### config.mk
export PLATFORM = sky130hd
export DESIGN_NAME = shape_selector
export DESIGN_NICKNAME = d
export VERILOG_FILES = /design/src/rtl/shape_selector.sv
export SDC_FILE = /design/constraint.sdc
export NUM_CORES = 1
export LEC_CHECK = 0
export CORE_UTILIZATION = 40
export CTS_CLUSTER_SIZE = 30
export DETAILED_ROUTE_END_ITERATION = 7
export PLACE_DENSITY_LB_ADDON = 0.05
export REMOVE_ABC_BUFFERS = 1
export SLEW_MARGIN = 10
export SYNTH_ARGS = -nofsm -noshare
export SYNTH_HDL_FRONTEND = slang
export SYNTH_SLANG_ARGS = --single-unit
### constraint.sdc
create_clock -name clk -period 6.5 [get_ports clk]
set_clock_uncertainty 0.1 [all_clocks]
set_input_delay 1.3 -clock clk [delete_from_list [all_inputs] [get_ports clk]]
set_output_delay 1.3 -clock clk [all_outputs]
set_load 0.05 [all_outputs]
### src/rtl/shape_selector.sv
// Debounced up/down mode selector that renders a border, a mode-dependent
// centre shape and a ring into an RGB565 pixel stream.
module shape_selector #(
    parameter int WIDTH          = 96,
    parameter int HEIGHT         = 64,
    parameter int BORDER         = 7,
    parameter int NUM_MODES      = 7,
    parameter int DEBOUNCE_TICKS = 200,
    parameter int SHAPE_R        = 8,
    parameter int RING_RIN       = 10,
    parameter int RING_ROUT      = 12
) (
    input  logic        clk,
    input  logic        rst,
    input  logic        tick,
    input  logic        btn_up,
    input  logic        btn_down,
    input  logic [12:0] pixel_index,
    output logic [2:0]  mode,
    output logic        mode_changed,
    output logic [15:0] pixel_color
);

    localparam int CW = (DEBOUNCE_TICKS > 1) ? $clog2(DEBOUNCE_TICKS) : 1;
    localparam logic [CW-1:0] CNT_LAST  = CW'(DEBOUNCE_TICKS - 1);
    localparam logic [2:0]    MODE_LAST = 3'(NUM_MODES - 1);

    logic [1:0]         btn_raw;
    logic [1:0]         sync1_q, sync1_d, sync2_q, sync2_d;
    logic [1:0]         stable_q, stable_d, press_q, press_d;
    logic [1:0][CW-1:0] cnt_q, cnt_d;
    logic [2:0]         mode_q, mode_d;
    logic               mode_changed_q, mode_changed_d;
    logic [15:0]        pixel_color_q, pixel_color_d;

    assign btn_raw = {btn_down, btn_up};

    // Bit 0 is the up button, bit 1 the down button; press fires only on a 0->1 acceptance.
    always_comb begin
        sync1_d  = btn_raw;
        sync2_d  = sync1_q;
        stable_d = stable_q;
        press_d  = '0;
        cnt_d    = cnt_q;
        if (tick) begin
            for (int i = 0; i < 2; i++) begin
                if (sync2_q[i] == stable_q[i]) begin
                    cnt_d[i] = '0;
                end else if (cnt_q[i] == CNT_LAST) begin
                    stable_d[i] = sync2_q[i];
                    press_d[i]  = sync2_q[i];
                    cnt_d[i]    = '0;
                end else begin
                    cnt_d[i] = cnt_q[i] + 1'b1;
                end
            end
        end
    end

    always_comb begin
        mode_d         = mode_q;
        mode_changed_d = 1'b0;
        if (press_q[0] && !press_q[1]) begin
            mode_d         = (mode_q == MODE_LAST) ? 3'd0 : mode_q + 3'd1;
            mode_changed_d = 1'b1;
        end else if (press_q[1] && !press_q[0]) begin
            mode_d         = (mode_q == 3'd0) ? MODE_LAST : mode_q - 3'd1;
            mode_changed_d = 1'b1;
        end
    end

    int          px, x, y, dx, dy, d2, adx, ady, m;
    logic        shape_hit;
    logic [15:0] shape_color, ring_color;

    always_comb begin
        px  = int'({19'd0, pixel_index});
        x   = px % WIDTH;
        y   = px / WIDTH;
        dx  = x - WIDTH / 2;
        dy  = y - HEIGHT / 2;
        d2  = dx * dx + dy * dy;
        adx = (dx < 0) ? -dx : dx;
        ady = (dy < 0) ? -dy : dy;
        m   = int'({29'd0, mode_q});

        shape_hit = 1'b0;
        if (m >= 1 && m <= 6) begin
            if (m <= 3) shape_hit = (d2 <= SHAPE_R * SHAPE_R);
            else        shape_hit = (adx <= SHAPE_R) && (ady <= SHAPE_R);
        end

        case ((m - 1) % 3)
            0:       shape_color = 16'h07E0;
            1:       shape_color = 16'hFC00;
            default: shape_color = 16'hF800;
        endcase
        ring_color = (m <= 3 || m == 7) ? 16'hFC00 : 16'hFFFF;

        if (px >= WIDTH * HEIGHT)
            pixel_color_d = 16'h0000;
        else if (x < BORDER || x >= WIDTH - BORDER || y < BORDER || y >= HEIGHT - BORDER)
            pixel_color_d = 16'hF800;
        else if (shape_hit)
            pixel_color_d = shape_color;
        else if (d2 >= RING_RIN * RING_RIN && d2 <= RING_ROUT * RING_ROUT)
            pixel_color_d = ring_color;
        else
            pixel_color_d = 16'h0000;
    end

    always_ff @(posedge clk or posedge rst) begin
        if (rst) begin
            sync1_q        <= '0;
            sync2_q        <= '0;
            stable_q       <= '0;
            press_q        <= '0;
            cnt_q          <= '0;
            mode_q         <= '0;
            mode_changed_q <= 1'b0;
            pixel_color_q  <= '0;
        end else begin
            sync1_q        <= sync1_d;
            sync2_q        <= sync2_d;
            stable_q       <= stable_d;
            press_q        <= press_d;
            cnt_q          <= cnt_d;
            mode_q         <= mode_d;
            mode_changed_q <= mode_changed_d;
            pixel_color_q  <= pixel_color_d;
        end
    end

    assign mode         = mode_q;
    assign mode_changed = mode_changed_q;
    assign pixel_color  = pixel_color_q;

endmodule

# After elaboration in Yosys (flattened, before gate mapping)

Index checks and enable logic that the tools add are counted.

Flip-flop bits (word level): 44
Input port bits: 18
Output and inout port bits: 20

$add $sub $neg: 10
$mul: 2
Div/mod/pow operators: 3
Order comparisons: 15
Eq/ne operators: 7
Multiplexer cells: 25
Bitwise logic cells: 2
Reduce and logical (&&, ||, !) cells: 16

Operators with widths:

| cell                  | number |
|---|---|
| $ge 32x8->1 const B   | 2 |
| $le 32x5->1 const B   | 2 |
| $lt 32x1->1 const B   | 2 |
| $lt 32x4->1 const B   | 2 |
| $mul 32x32->32        | 2 |
| $mux 16               | 4 |
| $mux 32               | 2 |
| $neg 32->32           | 2 |
| $sub 32x7->32 const B | 2 |
| $add 32x32->32        | 1 |
| $div 14x8->32 const B | 1 |
| $eq 32x1->1 const B   | 1 |
| $ge 32x7->1 const B   | 1 |
| $le 32x8->1 const B   | 1 |
| $le 32x9->1 const B   | 1 |
| $logic_not 32->1      | 1 |
| $mod 14x8->32 const B | 1 |
| $mod 32x3->32 const B | 1 |
| $mux 8                | 4 |
| $pmux 16 s2           | 1 |
| $add 8x1->8 const B   | 2 |
| $eq 8x8->1 const B    | 2 |
| $ge 13x13->1 const B  | 1 |
| $mux 3                | 4 |
| other kinds (19)      | 37 |

# Longest topological paths before layout

Gate-level depths: netlist (run 1).

Depth after elaboration: 11
Depth in mapped cells: 54
Depth with buffers taken out: 47

# Least setup slack after synthesis (run 1)

OpenSTA, ideal clock, no wires.

Path kind: input-to-reg
Start: input pixel_index[11]
End: register pixel_color_q[14] (netlist: pixel_color[14])
Library setup time: 0.077 ns
Data arrival time: 14.358 ns
Setup slack: -8.035 ns
Cell stages on the path: 50
Cell sequence: clkbuf_1 > clkbuf_1 > ha_1 > and4bb_2 > o221a_1 > a211oi_2 > a21boi_2 > o221ai_1 > a21o_1 > nor2_1 > clkbuf_1 > xnor2_1 > ha_1 > a311o_1 > nor2_4 > xor2_1 > xnor2_1 > buf_2 > [14 not listed] > fa_1 > inv_1 > fa_1 > fa_1 > ha_1 > clkbuf_1 > o21a_1 > nor3_1 > a2111oi_0 > o2111ai_1 > a311oi_1 > o2111ai_1 > or4_1 > nor4_1 > nand3_1 > o311ai_1 > a31oi_1 > a21oi_1

Longest elaborated chain between the ends: 11
Elaborated cells between the ends (all ways): 34

RTL lines:

| item                                                   | RTL line | text |
|---|---|---|
| start: declaration                                     | 18       | `input logic [12:0] pixel_index,` |
| branches (longest 10 deep; another with $mod 14x8->32) | --       |  |
| $mux 16 (*)                                            | 100      | `if (px >= WIDTH * HEIGHT)` |
| end signal: assignment                                 | 130      | `pixel_color_q <= pixel_color_d;` |
| end: declaration                                       | 34       | `logic [15:0] pixel_color_q, pixel_color_d;` |

Every way passes the cells marked *.
A chain may end at the register's enable or synchronous reset.

# Final worst setup path (run 1)

Start: input pixel_index[11]
End: register pixel_color_q[4] (netlist: pixel_color[4])

The elaborated chain is that of the path after synthesis.

==> qor.csv, run 1 <==
stage,metric,value,unit
run_status,outcome,"finished, violations left",
run_status,failing checks,"DRC, setup timing",
placed_design,PortBufs,37,
global_routing,vias in the first global route,20200,
global_routing,met3 Usage GRT,2.16,%
synthesis,Async SR Flop Fraction,100,%
critical_path,worst reg2reg setup slack,1.46,ns
critical_path,"most used cell, CP",fa_1,
timing,"Slew Viols, Final",0,
layout,layout cells sized above 1,24.1,%
synthesis,Post-Syn Instances,2543,
synthesis,Syn Std Cell Area,24100,µm²
synthesis,"Avg Cell Area, Syn",9.49,µm²
critical_path,reg2reg start,mode[0],
critical_path,critical path data required time,6.57,ns
route,Initial DRT Pass Iterations,7,
synthesis,Synth top cells by count,"694 x inv_1, 571 x fa_1, 265 x ha_1, 170 x nand2_1, 122 x nor2_1",
timing,max_slew headroom,53.6,%
global_routing,grt total ovfl,0,
route,vias,18800,
global_routing,pin count of the biggest net entering global routing,33,
global_routing,aggregate global-route resource usage,25.5,%
timing,FMAX,75.8,MHz
timing,unrepaired setup endpoints after global routing,true,
min_path,hold path cells,0,
floorplan,DIE WIDTH,248,µm
min_path,Hold Path Class,flip-flop to flip-flop,
critical_path,Reg2Reg Depth,18,
critical_path,critical path type,input port to flip-flop,
cts,CTS root buffer,clkbuf_16,
floorplan,IO Count,38,
synthesis,sequential element share of the synthesized area,3.32,%
cts,clk slew on worst S/H paths,0.05,ns
cts,Sink Count,32,
synthesis,synth top area cells,"fa_1 47%, ha_1 14%, inv_1 11%",
layout,# diodes,0,
synthesis,top-count cell post-synth,inv_1,
route,initial DRC count,1074,
floorplan,Die Area,61400,µm²
synthesis,Yosys top cell by area,fa_1,
placed_design,Final HPWL DP,67.7,mm
route,# DRC,2,
floorplan,Starting Density,40.7,%
critical_path,RR Endpoint,pixel_color[14],
placed_design,routability cong.,0.907,
cts,clk_lat worst skew,0.28,ns
global_routing,initial antenna violation count,0,
global_routing,global-route wire length before repair,117,mm
critical_path,Worst Setup Start Kind,input port,
critical_path,CP max stage cell,fa_2,
floorplan,core area,59400,µm²
critical_path,CP max stage delay,0.59,ns
cts,cts bufs inserted,5,
critical_path,Worst EP arrival,13.27,ns
timing,Worst Tran Pin Value,0.691,ns
global_routing,GR Layer Usage met1,35.4,%
layout,synth-to-layout area growth,25.1,%
global_routing,M2 GR Usage,43.1,%
route,WL final,75.9,mm
cts,H-tree depth,2,
floorplan,DIE HEIGHT,248,µm
placed_design,placed cell count,3746,
synthesis,"Distinct cells, synth",108,
cts,clk buf depth,2,
layout,Post-Layout Cell Count,3801,
synthesis,post-synthesis register bit count,32,
critical_path,crit end category,flip-flop,
min_path,Hold Path Sink,sync2_q[0],
timing,PnR worst setup slack,-6.70,ns
route,vias per cell,4.94,
synthesis,Post-synth EDFFs,0,
timing,setup TNS,-26.69,ns
critical_path,critical path peak fanout,16,
synthesis,Yosys Warn Count,0,
flow_run,max_cap viols,0,
timing,minimum clock period,13.20,ns
cts,"Hold-fix buffers, CTS",0,
floorplan,num rows,89,
timing,Final setup viols,4,
min_path,min-delay src,sync1_q[0],
timing,WHS,0.249,ns
synthesis,top cell type's share of synthesized area,47.3,%
synthesis,Most used DFF post-synth,dfrtp_1,
layout,nets,3881,
timing,Final period util,203,%
route,ANT nets after route,0,
timing,Hold Fails Final Rpt,0,
global_routing,busiest grt layer,met2,
cts,CTS tree,built,
route,WL per Instance,20.0,µm
## kinds of logic (layout without fill, tap and decap cells)
kind of cell / count (synthesis) / count (layout) / synth area share, %
adders and majority gates: 836 / 836 / 61.1
muxes: 10 / 10 / 0.435
buffers and inverters: 798 / 1283 / 12.9
xor gates and xnor gates: 100 / 100 / 3.80
and+or+nand+nor: 492 / 492 / 9.94
AOI/OAI and AO/OA: 275 / 275 / 8.57
DFF: 32 / 32 / 3.32
## worst max-delay path: cells and delay by family
family / cells / cell delay (ns)
adders and majority gates: 12 / 5.56
and+or+nand+nor: 11 / 2.50
AOI/OAI and AO/OA: 10 / 2.39
buffers and inverters: 11 / 1.12
xor gates and xnor gates: 3 / 0.40
## metal layers
layer  share of wire (%)  vias up
met3                 4.1       80
met2                  48      361
met4                 3.3        0
met1                  44     9593
met5                   0        -
li1                    -     8734
## layout by cell type (no fill, tap or decap), types with 31 or more instances in the layout
master           instances
inv_1                  681
fa_1                   533
buf_4                  491
ha_1                   251
nand2_1                160
nor2_1                 115
xnor2_1                 72
o21ai_0                 48
fa_2                    38
and2_1                  37
a21oi_1                 37
clkdlybuf4s50_1         33
dfrtp_1                 32
nand3_1                 31
## flip-flops by register name (all words and copies together) (netlist names)
signal	flops
mode_changed	1
cnt_q	16
stable_q	2
mode	3
pixel_color	4
press_q	2
sync1_q	2
sync2_q	2
## metrics by stage
step                      util, %  instance area, µm²  setup slack (ns)
final                        50.9               30200             -6.70
after floorplan                 -               23700             -8.04
after global routing         50.9               30200             -7.01
after global placement       48.7               28900             -7.70
after CTS                    50.0               29700             -6.70
after detailed placement     48.7               28900             -8.14
## cell type report
class | instances | area (µm²)
sequential | 32 | 801
timing repair buffer | 568 | 4740
inverter | 707 | 2660
tap | 773 | 967
fill | 5688 | 29100
clock buffer | 8 | 146
multi-input combinational | 1713 | 20900
## worst max path at each step
stage	start	endpoint	slack (ns)	cells past startpoint
floorplan	pixel_index[12]	pixel_color[14]	-8.04	45
global placement	pixel_index[12]	pixel_color[14]	-7.70	50
detailed placement	pixel_index[12]	pixel_color[10]	-8.14	48
CTS	pixel_index[12]	pixel_color[10]	-6.70	47
global route	pixel_index[11]	pixel_color[4]	-7.01	46
finish	pixel_index[11]	pixel_color[4]	-6.70	47
## what timing repair did
item | 4_1_cts | 5_1_grt
pin swaps | 73 | 107
setup endpoints to repair | 4 | 4
setup buffers | 29 | 16
hold endpoints to repair | 0 | 0
gates cloned | 1 | 2
gates resized for setup | 113 | 81
Power of run 1 is not shown: default switching activity piles up to over one toggle a cycle in this logic, so the estimate is an artifact.
==> inputs of run 2 (changes only) <==
==> constraint.sdc (replaced) <==
create_clock -name clk -period 6.5 [get_ports clk]
set_clock_uncertainty 0.1 [all_clocks]
set_input_delay 1.625 -clock clk [delete_from_list [all_inputs] [get_ports clk]]
set_output_delay 1.625 -clock clk [all_outputs]
set_load 0.05 [all_outputs]
==> qor.csv, run 2 (synthesis gave the netlist of run 1 again) <==
stage,metric,value,unit
run_status,outcome,"finished, violations left",
run_status,failing checks,setup timing,
timing,Worst Tran Pin Value,0.702,ns
timing,FMAX,74.2,MHz
placed_design,PortBufs,37,
floorplan,core area,59400,µm²
floorplan,IO Count,38,
timing,PnR worst setup slack,-6.98,ns
critical_path,CP max stage delay,0.54,ns
cts,CTS tree,built,
layout,# diodes,0,
global_routing,grt total ovfl,0,
critical_path,critical path peak fanout,10,
route,WL per Instance,20.0,µm
layout,Biggest register,cnt_q,
cts,clk buf depth,2,
layout,layout cells sized above 1,23.7,%
critical_path,CP max stage cell,fa_1,
global_routing,vias in the first global route,20200,
route,vias per cell,4.94,
flow_run,max_cap viols,0,
global_routing,initial antenna violation count,0,
placed_design,placed cell area,28900,µm²
route,# DRC,0,
floorplan,Starting Density,40.7,%
critical_path,Worst EP arrival,13.58,ns
timing,"Slew Viols, Final",0,
cts,Sink Count,32,
route,ANT nets after route,0,
placed_design,Placement Setup Slack,-8.38,ns
critical_path,critical path type,input port to flip-flop,
global_routing,pin count of the biggest net entering global routing,33,
min_path,min-delay src,sync1_q[0],
placed_design,routability cong.,0.910,
layout,Fillers,5688,
timing,Final setup viols,4,
critical_path,Worst Setup Start Kind,input port,
critical_path,Worst setup startpoint,pixel_index[11],
placed_design,Final HPWL DP,67.6,mm
route,initial DRC count,1127,
timing,unrepaired setup endpoints after global routing,true,
layout,synth-to-layout area growth,24.6,%
timing,Hold Fails Final Rpt,0,
global_routing,global-route wire length before repair,117,mm
timing,setup TNS,-27.73,ns
layout,Largest register FFs,16,
route,Initial DRT Pass Iterations,8,
global_routing,aggregate global-route resource usage,25.7,%
layout,most frequent cells in the layout,"682 x inv_1, 543 x fa_1, 499 x buf_4",
cts,clk slew on worst S/H paths,0.05,ns
floorplan,Die Area,61400,µm²
critical_path,"most used cell, CP",fa_1,
floorplan,num rows,89,
timing,minimum clock period,13.48,ns
critical_path,critical path data required time,6.60,ns
cts,H-tree depth,2,
layout,Post-Layout Inst Area,30100,µm²
cts,CTS root buffer,clkbuf_16,
timing,max_slew headroom,53.0,%
floorplan,DIE HEIGHT,248,µm
critical_path,Buf/Inv on CP,10,
cts,cts bufs inserted,5,
timing,Final period util,207,%
layout,Post-Layout Cell Count,3801,
floorplan,DIE WIDTH,248,µm
placed_design,placed cell count,3746,
layout,"most common cell after layout, fill and taps aside",inv_1,
route,WL final,75.9,mm
route,vias,18800,
cts,clk_lat worst skew,0.27,ns
critical_path,reg2reg start,mode[0],
min_path,Hold Path Class,flip-flop to flip-flop,
critical_path,family with the most delay on the worst path,adder cells,
critical_path,crit end category,flip-flop,
layout,nets,3882,
run 2: cell type report:
cell class                      instances  area (µm²)  share of cell area, %
Clock buffer                            7         153                  0.507
Inverter                              707        2660                   8.84
Multi-Input combinational cell       1713       20800                   69.3
Sequential cell                        32         801                   2.66
Tap cell                              773         967                   3.22
Timing Repair Buffer                  569        4660                   15.5
run 2: path summary, 6_finish.rpt:
check	depth (start not counted)	to	slack (ns)
worst min register to register	0	sync2_q[0]	0.25
worst max-delay path	48	pixel_color[14]	-6.98
worst min-delay path	0	sync2_q[0]	0.25
min in group asynchronous	3	cnt_q[8]	1.64
worst max register to register	18	pixel_color[14]	1.41
max in group asynchronous	3	press_q[0]	4.37
run 2: what timing repair did:
action / CTS / global route
hold buffers: 0 / 0
pin swaps: 90 / 44
gates cloned: 0 / 1
setup endpoints to repair: 4 / 4
gates resized for setup: 111 / 58
setup buffers: 33 / 16
run 2: stage by stage:
step	hold WS, ns	util, %
2_1_floorplan	0.231	-
3_3_place_gp	0.239	48.7
3_5_place_dp	0.242	48.7
4_1_cts	0.253	50.2
5_1_grt	0.263	50.7
6_report	0.249	50.7
run 2: metal layers:
layer  track usage, %  part of all wire, %  vias to the layer above
li1                 -                    -                     8727
met1             35.1                   44                     9592
met2             43.1                   49                      378
met3             3.25                  4.5                       65
met4             6.68                  3.1                        0
met5                0                    0                        -
Power of run 2 is left out for the same reason.
==> inputs of run 3 (changes only) <==
--- a/config.mk
+++ b/config.mk
@@ -5,11 +5,13 @@
 export SDC_FILE = /design/constraint.sdc
 export NUM_CORES = 1
 export LEC_CHECK = 0
+export CORE_ASPECT_RATIO = 1.4
 export CORE_UTILIZATION = 40
-export CTS_CLUSTER_SIZE = 30
+export CTS_CLUSTER_SIZE = 20
 export DETAILED_ROUTE_END_ITERATION = 7
 export PLACE_DENSITY_LB_ADDON = 0.05
 export REMOVE_ABC_BUFFERS = 1
+export SKIP_LAST_GASP = 1
 export SLEW_MARGIN = 10
 export SYNTH_ARGS = -nofsm -noshare
 export SYNTH_HDL_FRONTEND = slang
==> qor.csv, run 3 (synthesis gave the netlist of run 1 again) <==
stage,metric,value,unit
cts,CTS root buffer,clkbuf_16,
placed_design,PortBufs,37,
timing,Final period util,208,%
floorplan,Die Area,61400,µm²
timing,minimum clock period,13.54,ns
route,WL per Instance,20.3,µm
floorplan,DIE WIDTH,210,µm
placed_design,Final HPWL DP,69.2,mm
route,vias per cell,5.00,
min_path,min-delay src,sync1_q[1],
timing,PnR worst setup slack,-7.04,ns
min_path,Hold Path Sink,sync2_q[1],
timing,unrepaired setup endpoints after global routing,true,
placed_design,placed cell area,28900,µm²
critical_path,family with the most delay on the worst path,adder cells,
layout,Fillers,5692,
critical_path,crit end category,flip-flop,
min_path,Hold Path Class,flip-flop to flip-flop,
cts,clk buf depth,2,
floorplan,num rows,106,
critical_path,reg2reg start,mode[0],
cts,H-tree depth,2,
global_routing,aggregate global-route resource usage,26.1,%
critical_path,critical path data required time,6.59,ns
layout,Biggest register,cnt_q,
route,# DRC,0,
cts,Sink Count,32,
global_routing,global-route wire length before repair,120,mm
critical_path,Worst Setup Start Kind,input port,
timing,max_slew headroom,52.3,%
run_status,outcome,"finished, violations left",
floorplan,Starting Density,40.5,%
layout,nets,3875,
timing,"Slew Viols, Final",0,
layout,multi-input logic area,20800,µm²
critical_path,worst reg2reg setup slack,1.25,ns
layout,"most common cell after layout, fill and taps aside",inv_1,
global_routing,grt total ovfl,0,
critical_path,RR Endpoint,pixel_color[14],
floorplan,IO Count,38,
critical_path,critical path type,input port to flip-flop,
critical_path,CP max stage cell,fa_1,
global_routing,pin count of the biggest net entering global routing,30,
layout,layout cells sized above 1,23.4,%
cts,cts bufs inserted,5,
layout,most frequent cells in the layout,"683 x inv_1, 539 x fa_1, 493 x buf_4",
critical_path,CP max stage delay,0.56,ns
timing,Final setup viols,4,
critical_path,Worst EP arrival,13.62,ns
cts,clk_lat worst skew,0.27,ns
timing,Hold Fails Final Rpt,0,
flow_run,max_cap viols,0,
global_routing,initial antenna violation count,0,
layout,register area,801,µm²
layout,Largest register FFs,16,
layout,synth-to-layout area growth,24.2,%
route,ANT nets after route,0,
route,initial DRC count,924,
cts,clk slew on worst S/H paths,0.05,ns
timing,FMAX,73.9,MHz
route,vias,18900,
timing,Worst Tran Pin Value,0.714,ns
layout,Post-Layout Inst Area,30000,µm²
min_path,hold path cells,0,
floorplan,DIE HEIGHT,293,µm
cts,CTS tree,built,
critical_path,Reg2Reg Depth,19,
route,WL final,76.8,mm
floorplan,core area,59700,µm²
timing,WHS,0.259,ns
route,Initial DRT Pass Iterations,5,
global_routing,vias in the first global route,21100,
run_status,failing checks,setup timing,
critical_path,Worst setup startpoint,pixel_index[12],
critical_path,critical path peak fanout,7,
critical_path,Buf/Inv on CP,14,
placed_design,routability cong.,0.911,
[run 3: cell count changes in the layout (fill, tap and decap cells not counted), moves of 3 or more]
cell     previous run  this run
fa_1              543       539
nand2_2             6         2
buf_4             499       493
o21ai_1             7         4
nand2_1           163       167
a31oi_1             9         6
fa_2               28        32
[run 3: worst max-delay path by stage]
stage / to / slack [ns] / cells after the start
floorplan: pixel_color[14] / -8.36 / 45
global placement: pixel_color[4] / -8.25 / 49
detailed placement: pixel_color[4] / -8.34 / 48
CTS: pixel_color[10] / -6.96 / 51
global route: pixel_color[10] / -7.46 / 51
finish: pixel_color[10] / -7.04 / 51
[run 3: layer usage]
metal  GRT usage, %  vias to the layer above  wire length [µm]
met5              0                        -                 0
met4           11.8                        0              4190
met3           1.46                      115              2120
met2           48.1                      353             40900
met1           31.1                     9702             29600
li1               -                     8728                 -
[run 3: per-stage QoR]
step | setup TNS [ns] | cells | setup slack, ns | utilization (%)
after floorplan | -33.16 | 2452 | -8.36 | -
after global placement | -32.66 | 3739 | -8.25 | 48.5
after detailed placement | -33.11 | 3739 | -8.34 | 48.5
after CTS | -27.78 | 3768 | -6.96 | 50.0
after global routing | -29.76 | 3777 | -7.46 | 50.2
final | -28.03 | 3778 | -7.04 | 50.2
[run 3: final cells by class]
type / count / share of cell area (%)
multi-input combinational: 1713 / 69.5
timing repair buffer: 562 / 15.3
inverter: 707 / 8.85
tap: 756 / 3.15
sequential: 32 / 2.67
clock buffer: 7 / 0.509
antenna: 1 / 0.00834
[run 3: what timing repair did]
item,in CTS,in global routing
endpoints found under the setup margin,4,4
buffers inserted,22,9
hold buffers,0,0
pin swaps,136,17
gates resized for setup,139,23
[run 3: worst register-to-register path: cells and delay by family, from the launching register on]
kind                     cells  cell delay (ns)
buffers and inverters        2             0.44
multiplexers                 1             0.38
AO/OA/AOI/OAI                7             1.49
XOR/XNOR                     2             0.38
adder cells (fa/ha/maj)      5             1.42
flip-flops                   1             0.66
AND/OR/NAND/NOR              2             0.28
Power of run 3 is left out for the same reason.
